**src/rtl/irrigation_demand_ctrl_if.sv**
```systemverilog
// Signal bundle between the moisture sensor front end, the demand controller and
// the level controller.
interface irrigation_demand_ctrl_if;
    logic [7:0] umidade;
    logic       sample_valid;
    logic       clr_fault;
    logic       start_fill;
    logic       fault;
    logic [1:0] estado;
    logic [7:0] n_regas;

    modport master (
        output umidade, sample_valid, clr_fault,
        input  start_fill, fault, estado, n_regas
    );

    modport slave (
        input  umidade, sample_valid, clr_fault,
        output start_fill, fault, estado, n_regas
    );
endinterface

```
**src/rtl/irrigation_demand_ctrl.sv**
```systemverilog
// Soil-moisture demand controller: turns sensor samples into the start_fill request,
// with hysteresis, dry confirmation, hold-off, request timeout and sensor watchdog.
module irrigation_demand_ctrl #(
    parameter logic [7:0] LOW_TH         = 8'd60,
    parameter logic [7:0] HIGH_TH        = 8'd120,
    parameter int         DRY_COUNT      = 4,
    parameter int         HOLDOFF_CYCLES = 16,
    parameter int         MAX_REQ_CYCLES = 1024,
    parameter int         WDOG_CYCLES    = 256
) (
    input  logic                     Ctrl_clk,
    input  logic                     reset,
    irrigation_demand_ctrl_if.slave  bus
);

    typedef enum logic [1:0] {
        ST_IDLE    = 2'd0,
        ST_REQUEST = 2'd1,
        ST_HOLDOFF = 2'd2,
        ST_FAULT   = 2'd3
    } state_t;

    localparam logic [8:0]  DRY_TGT   = 9'(DRY_COUNT);
    localparam logic [15:0] HOLD_LAST = 16'(HOLDOFF_CYCLES - 1);
    localparam logic [15:0] REQ_LAST  = 16'(MAX_REQ_CYCLES - 1);
    localparam logic [15:0] WD_LAST   = 16'(WDOG_CYCLES - 1);

    state_t      state_q, state_d;
    logic [7:0]  dry_cnt_q, dry_cnt_d;
    logic [15:0] req_cnt_q, req_cnt_d;
    logic [15:0] hold_cnt_q, hold_cnt_d;
    logic [15:0] wd_cnt_q, wd_cnt_d;
    logic [7:0]  n_regas_q, n_regas_d;
    logic        start_fill_q, start_fill_d;
    logic        fault_q, fault_d;

    logic        dry_sample_s;
    logic        wet_sample_s;
    logic        wd_trip_s;
    logic [8:0]  dry_inc_s;

    assign dry_sample_s = bus.sample_valid && (bus.umidade < LOW_TH);
    assign wet_sample_s = bus.sample_valid && (bus.umidade >= HIGH_TH);
    assign wd_trip_s    = (state_q != ST_FAULT) && !bus.sample_valid && (wd_cnt_q == WD_LAST);
    assign dry_inc_s    = {1'b0, dry_cnt_q} + 9'd1;

    // State and counter registers, synchronous reset
    always_ff @(posedge Ctrl_clk) begin
        if (reset) begin
            state_q      <= ST_IDLE;
            dry_cnt_q    <= 8'd0;
            req_cnt_q    <= 16'd0;
            hold_cnt_q   <= 16'd0;
            wd_cnt_q     <= 16'd0;
            n_regas_q    <= 8'd0;
            start_fill_q <= 1'b0;
            fault_q      <= 1'b0;
        end else begin
            state_q      <= state_d;
            dry_cnt_q    <= dry_cnt_d;
            req_cnt_q    <= req_cnt_d;
            hold_cnt_q   <= hold_cnt_d;
            wd_cnt_q     <= wd_cnt_d;
            n_regas_q    <= n_regas_d;
            start_fill_q <= start_fill_d;
            fault_q      <= fault_d;
        end
    end

    // Next-state logic; the sensor watchdog overrides every other transition
    always_comb begin
        state_d = state_q;
        if (wd_trip_s) begin
            state_d = ST_FAULT;
        end else begin
            case (state_q)
                ST_IDLE: begin
                    if (dry_sample_s && (dry_inc_s == DRY_TGT)) begin
                        state_d = ST_REQUEST;
                    end else begin
                        state_d = ST_IDLE;
                    end
                end
                ST_REQUEST: begin
                    // A satisfied sample beats a simultaneous timeout
                    if (wet_sample_s) begin
                        state_d = ST_HOLDOFF;
                    end else if (req_cnt_q == REQ_LAST) begin
                        state_d = ST_FAULT;
                    end else begin
                        state_d = ST_REQUEST;
                    end
                end
                ST_HOLDOFF: begin
                    if (hold_cnt_q == HOLD_LAST) begin
                        state_d = ST_IDLE;
                    end else begin
                        state_d = ST_HOLDOFF;
                    end
                end
                ST_FAULT: begin
                    if (bus.clr_fault) begin
                        state_d = ST_HOLDOFF;
                    end else begin
                        state_d = ST_FAULT;
                    end
                end
                default: state_d = ST_IDLE;
            endcase
        end
    end

    // Counters restart on every state entry, so none of them can wrap
    always_comb begin
        dry_cnt_d = 8'd0;
        if ((state_q == ST_IDLE) && (state_d == ST_IDLE)) begin
            if (bus.sample_valid) begin
                dry_cnt_d = dry_sample_s ? dry_inc_s[7:0] : 8'd0;
            end else begin
                dry_cnt_d = dry_cnt_q;
            end
        end else begin
            dry_cnt_d = 8'd0;
        end

        req_cnt_d  = ((state_q == ST_REQUEST) && (state_d == ST_REQUEST)) ? req_cnt_q + 16'd1 : 16'd0;
        hold_cnt_d = ((state_q == ST_HOLDOFF) && (state_d == ST_HOLDOFF)) ? hold_cnt_q + 16'd1 : 16'd0;

        if ((state_q == ST_FAULT) || (state_d == ST_FAULT) || bus.sample_valid) begin
            wd_cnt_d = 16'd0;
        end else begin
            wd_cnt_d = wd_cnt_q + 16'd1;
        end

        if ((state_q == ST_REQUEST) && (state_d == ST_HOLDOFF) && (n_regas_q != 8'd255)) begin
            n_regas_d = n_regas_q + 8'd1;
        end else begin
            n_regas_d = n_regas_q;
        end
    end

    // Output decode from the next state so outputs move with the transition edge
    always_comb begin
        start_fill_d = (state_d == ST_REQUEST);
        fault_d      = (state_d == ST_FAULT);
    end

    assign bus.start_fill = start_fill_q;
    assign bus.fault      = fault_q;
    assign bus.estado     = state_q;
    assign bus.n_regas    = n_regas_q;

endmodule

```
**src/flat_wrapper.sv**
```systemverilog
// flat-port wrapper written by rule: the top's interface ports become plain ports
module irrigation_demand_ctrl_flat 
#(
    parameter logic [7:0] LOW_TH         = 8'd60,
    parameter logic [7:0] HIGH_TH        = 8'd120,
    parameter int         DRY_COUNT      = 4,
    parameter int         HOLDOFF_CYCLES = 16,
    parameter int         MAX_REQ_CYCLES = 1024,
    parameter int         WDOG_CYCLES    = 256
)
  (Ctrl_clk, reset, bus_umidade, bus_sample_valid, bus_clr_fault, bus_start_fill, bus_fault, bus_estado, bus_n_regas);
  irrigation_demand_ctrl_if bus_i ();
  input  logic Ctrl_clk;
  input  logic reset;
  input wire logic [$bits(bus_i.umidade)-1:0] bus_umidade;
  input wire logic [$bits(bus_i.sample_valid)-1:0] bus_sample_valid;
  input wire logic [$bits(bus_i.clr_fault)-1:0] bus_clr_fault;
  output wire logic [$bits(bus_i.start_fill)-1:0] bus_start_fill;
  output wire logic [$bits(bus_i.fault)-1:0] bus_fault;
  output wire logic [$bits(bus_i.estado)-1:0] bus_estado;
  output wire logic [$bits(bus_i.n_regas)-1:0] bus_n_regas;
  assign bus_i.umidade = bus_umidade;
  assign bus_i.sample_valid = bus_sample_valid;
  assign bus_i.clr_fault = bus_clr_fault;
  assign bus_start_fill = bus_i.start_fill;
  assign bus_fault = bus_i.fault;
  assign bus_estado = bus_i.estado;
  assign bus_n_regas = bus_i.n_regas;
  irrigation_demand_ctrl #(.LOW_TH(LOW_TH), .HIGH_TH(HIGH_TH), .DRY_COUNT(DRY_COUNT), .HOLDOFF_CYCLES(HOLDOFF_CYCLES), .MAX_REQ_CYCLES(MAX_REQ_CYCLES), .WDOG_CYCLES(WDOG_CYCLES)) u_core (.Ctrl_clk(Ctrl_clk), .reset(reset), .bus(bus_i));
endmodule
```
**config.mk**
```make
export PLATFORM = sky130hd
export DESIGN_NAME = irrigation_demand_ctrl_flat
export DESIGN_NICKNAME = d
export VERILOG_FILES = /design/src/rtl/irrigation_demand_ctrl_if.sv /design/src/rtl/irrigation_demand_ctrl.sv /design/src/flat_wrapper.sv
export SDC_FILE = /design/constraint.sdc
export NUM_CORES = 1
export LEC_CHECK = 0
export ABC_AREA = 1
export BUFFER_PORTS_ARGS = -buffer_cell sky130_fd_sc_hd__buf_2
export CORE_UTILIZATION = 25
export DETAILED_ROUTE_END_ITERATION = 7
export HOLD_SLACK_MARGIN = 0.12
export SYNTH_ARGS = -nofsm -noshare
export SYNTH_HDL_FRONTEND = slang
export SYNTH_SLANG_ARGS = --single-unit
```
**constraint.sdc**
```tcl
create_clock -name Ctrl_clk -period 3.7 [get_ports Ctrl_clk]
set_input_delay 0.37 -clock Ctrl_clk [delete_from_list [all_inputs] [get_ports Ctrl_clk]]
set_output_delay 0.37 -clock Ctrl_clk [all_outputs]
set_load 0.01 [all_outputs]
```
==> results.md, run 1 <==
* Outcome: complete, no violations
* Area growth, synth to finish at 17.4%
* Mapped cell area at 0.00349 sq mm
* Vias at 2842
* Core Area at 0.0135 sq mm
* Flop pwr share at 44.2%
* Bufs on Longest Clock Path at 2
* DP Wirelength at 4950 microns
* Root buffer cell: clkbuf_16
* Largest net degree at the start of global routing at 17
* Period utilization at 60.0%
* Via/cell ratio at 4.23
* Grt ovf at 0
* Synth warnings at 0
* Crit path launch type: register
* H-tree depth at 3
* ANT nets after route at 0
* Synth top cells by count: 90 x nand2_1, 79 x nor2_1, 68 x dfxtp_1
* Final instance area at 0.00410 sq mm
* Io pins at 24
* Ratio of cells with drive above 1 in the final layout at 18.8%
* Max rail drop VDD at 0.164 mV
* Pwr Density at 406 mW/mm^2
* Post-synthesis average cell area at 7.52 sq um
* Buffers added on ports at 21
* Leak Pwr at 1.59 nW
* Vias in the first global route at 2820
* Final Skew at 9.43 ps
* Area fraction of the dominant cell type after synthesis at 39.0%
* ANT cells at 0
* Internal power at 1.33 mW
* Fin util at 30.4%
* Sw Ratio at 20.1%
* First-pass GRT wire length at 11900 microns
* Setup tns final at 0 ps
* Clk pin slew, worst setup/hold paths at 60 ps
* # setup viols final at 0
* Final Hold Violating Endpoints at 0
* Async S/R FF share, synth at 0%
* RSZ-0062 raised after global routing: no
* Die Wd at 120 microns
* Ys flop type: dfxtp_1
* Slew Limit Headroom at 56.7%
* Final Critical Period at 2220 ps
* Arr. time, crit path at 2410 ps
* Num CTS Buffers at 9
* Wire length on met2 at 3290 microns
* Setup bufs post-CTS at 0
* Uppermost routed layer: met4
* Initial antenna violation count at 0
* Hold_buf cts at 0
* Final WL at 6580 microns
* DR iter-0 viols at 142
* Post-synthesis cell count at 464
* Critical Path Sink Type: register
* CTS sink count at 68
* Met3 WL at 171 microns
* Fillcell total at 1467
* CP Max Fanout at 16
* Net Sw Power at 0.334 mW
* Tot Pwr at 1.66 mW
* Metal1 wirelength at 3050 microns
* Fmax at 451 MHz
* Clock power frac at 54.1%
* Post-synth EDFFs at 0
* Logic pwr share at 1.6%
* Min-Delay Path Class: in -> reg
* FP Rows at 42
* Initial Util at 25.9%
* Worst skew pair latency at 330 ps
* Die Height at 120 microns
* Critical Path RT at 3890 ps
* CP Class: reg -> reg
* Gpl congestion at 0.786
* Worst-Margin Slew at 647 ps
* Synth area leaders: dfxtp_1 39%, nand2_1 9.7%, nor2_1 8.5%, xor2_1 5.8%, inv_1 5.6%
* Max Cap Viol at 0
* Yosys reg bits at 68
* Cts repair resizes at 0
* Post-DP Area at 0.00378 sq mm
* Synth cell types at 34
* Nets@finish at 510
* Wire per inst at 9.79 microns
* Fin. max-slew vios at 0
* DRC viols at 0
* CTS tree: yes
* Seq/Total Area, Yosys at 39.0%
* Count leader, synth: nand2_1
* Leading area contributor after synthesis: dfxtp_1
* First-pass DRT Iterations at 6
* GRT Util Overall at 10.2%
* Die area at 0.0144 sq mm
* Syn nets at 482
* Tightest hold margin at 353 ps
sequential cells by signal, summed over array words and instances (netlist names):
register	count
u_core.bus.start_fill	1
u_core.dry_cnt_q	8
u_core.wd_cnt_q	16
u_core.hold_cnt_q	16
u_core.bus.fault	1
u_core.bus.n_regas	8
u_core.req_cnt_q	16
u_core.bus.estado	2
area by class of cell:
type | instances | area [sq um] | area share (%)
clock buffer | 9 | 225 | 5.50
multi-input combinational | 335 | 1880 | 45.9
inverter | 57 | 214 | 5.22
clock inverter | 6 | 90.1 | 2.20
timing repair buffer | 21 | 105 | 2.57
sequential | 68 | 1360 | 33.2
tap | 176 | 220 | 5.38
final timing paths:
path              cells after the start  slack, ps                             start                            endpoint
hold / removal                        2        350                             reset  u_core.bus.n_regas[6]$_SDFFE_PP0P_
setup / recovery                     13       1480  u_core.dry_cnt_q[0]$_SDFFE_PP0P_    u_core.hold_cnt_q[14]$_SDFF_PP0_
setup reg to reg                     13       1480  u_core.dry_cnt_q[0]$_SDFFE_PP0P_    u_core.hold_cnt_q[14]$_SDFF_PP0_
hold reg to reg                       1        450     u_core.wd_cnt_q[0]$_SDFF_PP0_       u_core.wd_cnt_q[0]$_SDFF_PP0_
routing by layer:
metal	track usage, %	vias up
met1	11.7	1296
li1	-	1520
met2	17.9	18
met4	3.20	0
met3	3.14	8
met5	0	-
cell families after synthesis:
family,Yosys count,share of synthesized area (%)
and+or+nand+nor,272,39.8
DFF,68,39.0
buffers and inverters,61,7.13
xor gates and xnor gates,30,7.53
AOI/OAI and AO/OA,27,4.41
adders and majority gates,6,2.15
placed cells by master, fill, tap and decap left out, types with 3 or more instances in the layout:
master      n
a21oi_1    14
a31oi_1     3
buf_2      21
clkbuf_16   9
dfxtp_1    68
ha_1        6
inv_1      52
inv_2       4
nand2_1    90
nand2_2     4
nand3_1    28
nand3_2     5
nand4_1     7
nor2_1     79
nor2_2     15
nor2_4     14
nor3_1     12
nor3_2      3
nor3b_1     3
o21ai_1     3
or2_2       4
xnor2_1     7
xor2_1     23
metrics by stage:
step,cells,worst slack (ps)
5_1_grt,672,1240
3_3_place_gp,657,1530
4_1_cts,672,1450
6_report,672,1480
2_1_floorplan,464,1940
3_5_place_dp,657,1490
power groups by stage:
| stage | combinational (mW) | sequential, mW | clock, mW |
|---|---|---|---|
| global route | 0.0313 | 0.736 | 0.963 |
| global placement | 0.0271 | 0.752 | 0 |
| finish | 0.0272 | 0.736 | 0.900 |
| floorplan | 0.0166 | 0.751 | 0 |
| CTS | 0.0278 | 0.736 | 0.922 |
| detailed placement | 0.0278 | 0.752 | 0 |
worst max-delay path, stage by stage, from the launching register on:
cell     delay, ps
dfxtp_1        360
ha_1           230
nand2_1        130
inv_2           70
nor2_1          90
nand3_1        100
nor2_1         130
nand2_2        100
inv_1           70
nand2_2         60
nand3_2         90
nor3_2          50
nand2_2        500
nor2_1         100
Power figures use the tool's default switching activity.
==> run 2: changes to the inputs <==
Settings changed: ABC_AREA 1 to 0.
Clock period 3.7 ns to 1.9 ns, I/O delays scaled along.
==> run 2 against run 1 <==
Net effect: clock skew is 2.5 ps lower; sequential power is 94% higher; design area is 3.7% lower; sequential share of layout area is 1.3 points higher; area after synthesis is 9.5% lower; synthesized cell count is 23% lower; register-to-register slack worse by 1400 ps; utilization is 2.0 points higher; non-clock buffer count is 22 higher; first-iteration DRC count is 56% lower; maximum frequency is 24% higher; worst setup slack worse by 1400 ps; largest power group unchanged.
==> results.md, run 2 <==
* Outcome: complete, no violations
* Io pins at 24
* Leading cell type in the layout, fill and taps excluded: nor2_1
* CP cell instances: buf_4, and3_1, xnor2_1, a31oi_4, or3_1, and3_1
* Period utilization at 94.4%
* Final Worst Setup Slack at 107 ps
* Worst slack, placed at -92.9 ps
* Arr. time, crit path at 2010 ps
* Critical Path RT at 2120 ps
* Clk pin slew, worst setup/hold paths at 50 ps
* Synth cell types at 47
* Leading area contributor after synthesis: dfxtp_1
* CP peak stage delay at 420 ps
* DP Wirelength at 4250 microns
* Synth area leaders: dfxtp_1 43%, nor2_1 8.6%, xnor2_1 8.3%, xor2_1 5.3%, nand3_1 3.5%
* Die Height at 114 microns
* Vias in the first global route at 2373
* Max Cap Viol at 0
* First-pass GRT wire length at 10100 microns
* Setup tns final at 0 ps
* Ratio of cells with drive above 1 in the final layout at 20.8%
* Inst Count DP at 560
* R2R Path End: u_core.wd_cnt_q[1]$_SDFF_PP0_
* Largest net degree at the start of global routing at 17
* Bufs on Longest Clock Path at 2
* Post-synth EDFFs at 0
* Fin. max-slew vios at 0
* First-pass DRT Iterations at 4
* Critical Path Sink Type: register
* DRC viols at 0
* Tot Pwr at 3.10 mW
* Slew Limit Headroom at 70.6%
* Buffers & Inverters on Critical Path at 1
* Worst skew pair latency at 330 ps
* Fmax at 558 MHz
* Gpl congestion at 0.778
* Synth top cells by count: 72 x nor2_1, 68 x dfxtp_1, 30 x xnor2_1
* Most frequent cells in the layout: 72 x nor2_1, 66 x dfxtp_1, 30 x xnor2_1
* Buffers added on ports at 21
* Top Registers: u_core.hold_cnt_q (16), u_core.req_cnt_q (16), u_core.wd_cnt_q (16)
* Count leader, synth: nor2_1
* Max rail drop VDD at 0.572 mV
* Initial Util at 26.0%
* Core Area at 0.0122 sq mm
* Mapped cell area at 0.00316 sq mm
* Final WL at 5970 microns
* Ys flop type: dfxtp_1
* Final Critical Period at 1790 ps
* Worst-Margin Slew at 441 ps
* HP Start: bus_sample_valid
* Hold_buf cts at 0
* FP Rows at 40
* Grt ovf at 0
* CP startpoint: u_core.dry_cnt_q[0]$_SDFFE_PP0P_
* ANT cells at 0
* Critical Path Slowest Stage Cell: or3_1
* Final Skew at 6.94 ps
* # setup viols final at 0
* Layout Cells excl Fill at 577
* Min-Delay Path Class: in -> reg
* Worst Hold End: u_core.dry_cnt_q[6]$_SDFFE_PP0P_
* CP Max Fanout at 4
* Post-DP Area at 0.00359 sq mm
* GRT Util Overall at 9.77%
* Final instance area at 0.00395 sq mm
* Die Wd at 114 microns
* Num CTS Buffers at 9
* Seq/Total Area, Yosys at 43.1%
* Async S/R FF share, synth at 0%
* Number of cells on the worst reg-to-reg path at 6
* Delay-heaviest family, CP: simple AND/OR/NAND/NOR gates
* Leak Pwr at 1.37 nW
* Root buffer cell: clkbuf_16
* ANT nets after route at 0
* Post-synthesis average cell area at 8.85 sq um
* Syn nets at 375
* DR iter-0 viols at 62
* RR Startpoint: u_core.dry_cnt_q[0]$_SDFFE_PP0P_
* Hold Crit Depth at 2
* Pwr Density at 786 mW/mm^2
* Most used cell, CP: and3_1
* H-tree depth at 3
* Crit path launch type: register
* Reg-to-reg setup timing slack at 110 ps
* Synth warnings at 0
* Area growth, synth to finish at 24.9%
* Final Hold Violating Endpoints at 0
* Die area at 0.0131 sq mm
* Area fraction of the dominant cell type after synthesis at 43.1%
* Initial antenna violation count at 0
* CP Class: reg -> reg
* Vias at 2517
* Post-synthesis cell count at 357
* RSZ-0062 raised after global routing: no
* Via/cell ratio at 4.36
* CTS sink count at 68
* Yosys reg bits at 68
* Nets@finish at 423
* Wire per inst at 10.4 microns
* CTS tree: yes
## run 2: layer usage
layer	vias to the layer above	wire length (microns)	track usage [%]
li1	1320	-	-
met1	1174	2890	11.7
met2	14	2810	15.7
met3	9	167	3.28
met4	0	108	4.68
met5	-	0	0
## run 2: area by class of cell
cell class / count / area [sq um]
inverters: 8 / 30.0
multi-input cells: 275 / 1760
fillers: 1282 / 8220
clock inverters: 2 / 35.0
clock buffers: 13 / 250
well taps: 168 / 210
repair buffers: 43 / 299
flip-flops and latches: 68 / 1360
## run 2: metrics by stage
step	hold slack [ps]	util [%]
6_report	178	32.4
5_1_grt	200	32.4
4_1_cts	173	32.0
3_5_place_dp	463	29.6
3_3_place_gp	457	29.6
2_1_floorplan	267	-
## run 2: cells by family (layout without fill, tap and decap cells)
family | after synthesis | in the layout | share of synthesized area (%)
and+or+nand+nor | 189 | 189 | 30.6
muxes | 1 | 1 | 0.317
xor gates and xnor gates | 49 | 49 | 13.6
adders and majority gates | 6 | 6 | 2.38
DFF | 68 | 68 | 43.1
AOI/OAI and AO/OA | 30 | 30 | 7.77
buffers and inverters | 14 | 66 | 2.26
## run 2: worst max-delay path by stage
stage | cells past startpoint | slack (ps) | end
CTS | 8 | 50 | u_core.hold_cnt_q[3]$_SDFF_PP0_
global route | 8 | 3 | u_core.hold_cnt_q[13]$_SDFF_PP0_
finish | 6 | 110 | u_core.wd_cnt_q[1]$_SDFF_PP0_
floorplan | 7 | 80 | u_core.wd_cnt_q[11]$_SDFF_PP0_
global placement | 6 | -30 | u_core.req_cnt_q[6]$_SDFF_PP0_
detailed placement | 6 | -90 | u_core.req_cnt_q[5]$_SDFF_PP0_
## run 2: where the power goes
group,leakage [nW],switching (mW),internal [mW]
registers,0.549,0.00274,1.43
logic,0.684,0.0440,0.0305
clock network,0.140,0.552,1.04
total,1.37,0.599,2.50
## run 2: timing repair
action | CTS | global route
buffers inserted | 0 | 1
gates cloned | 0 | 1
pin swaps | 0 | 1
endpoints found under the setup margin | 26 | 47
resized for setup | 2 | 9
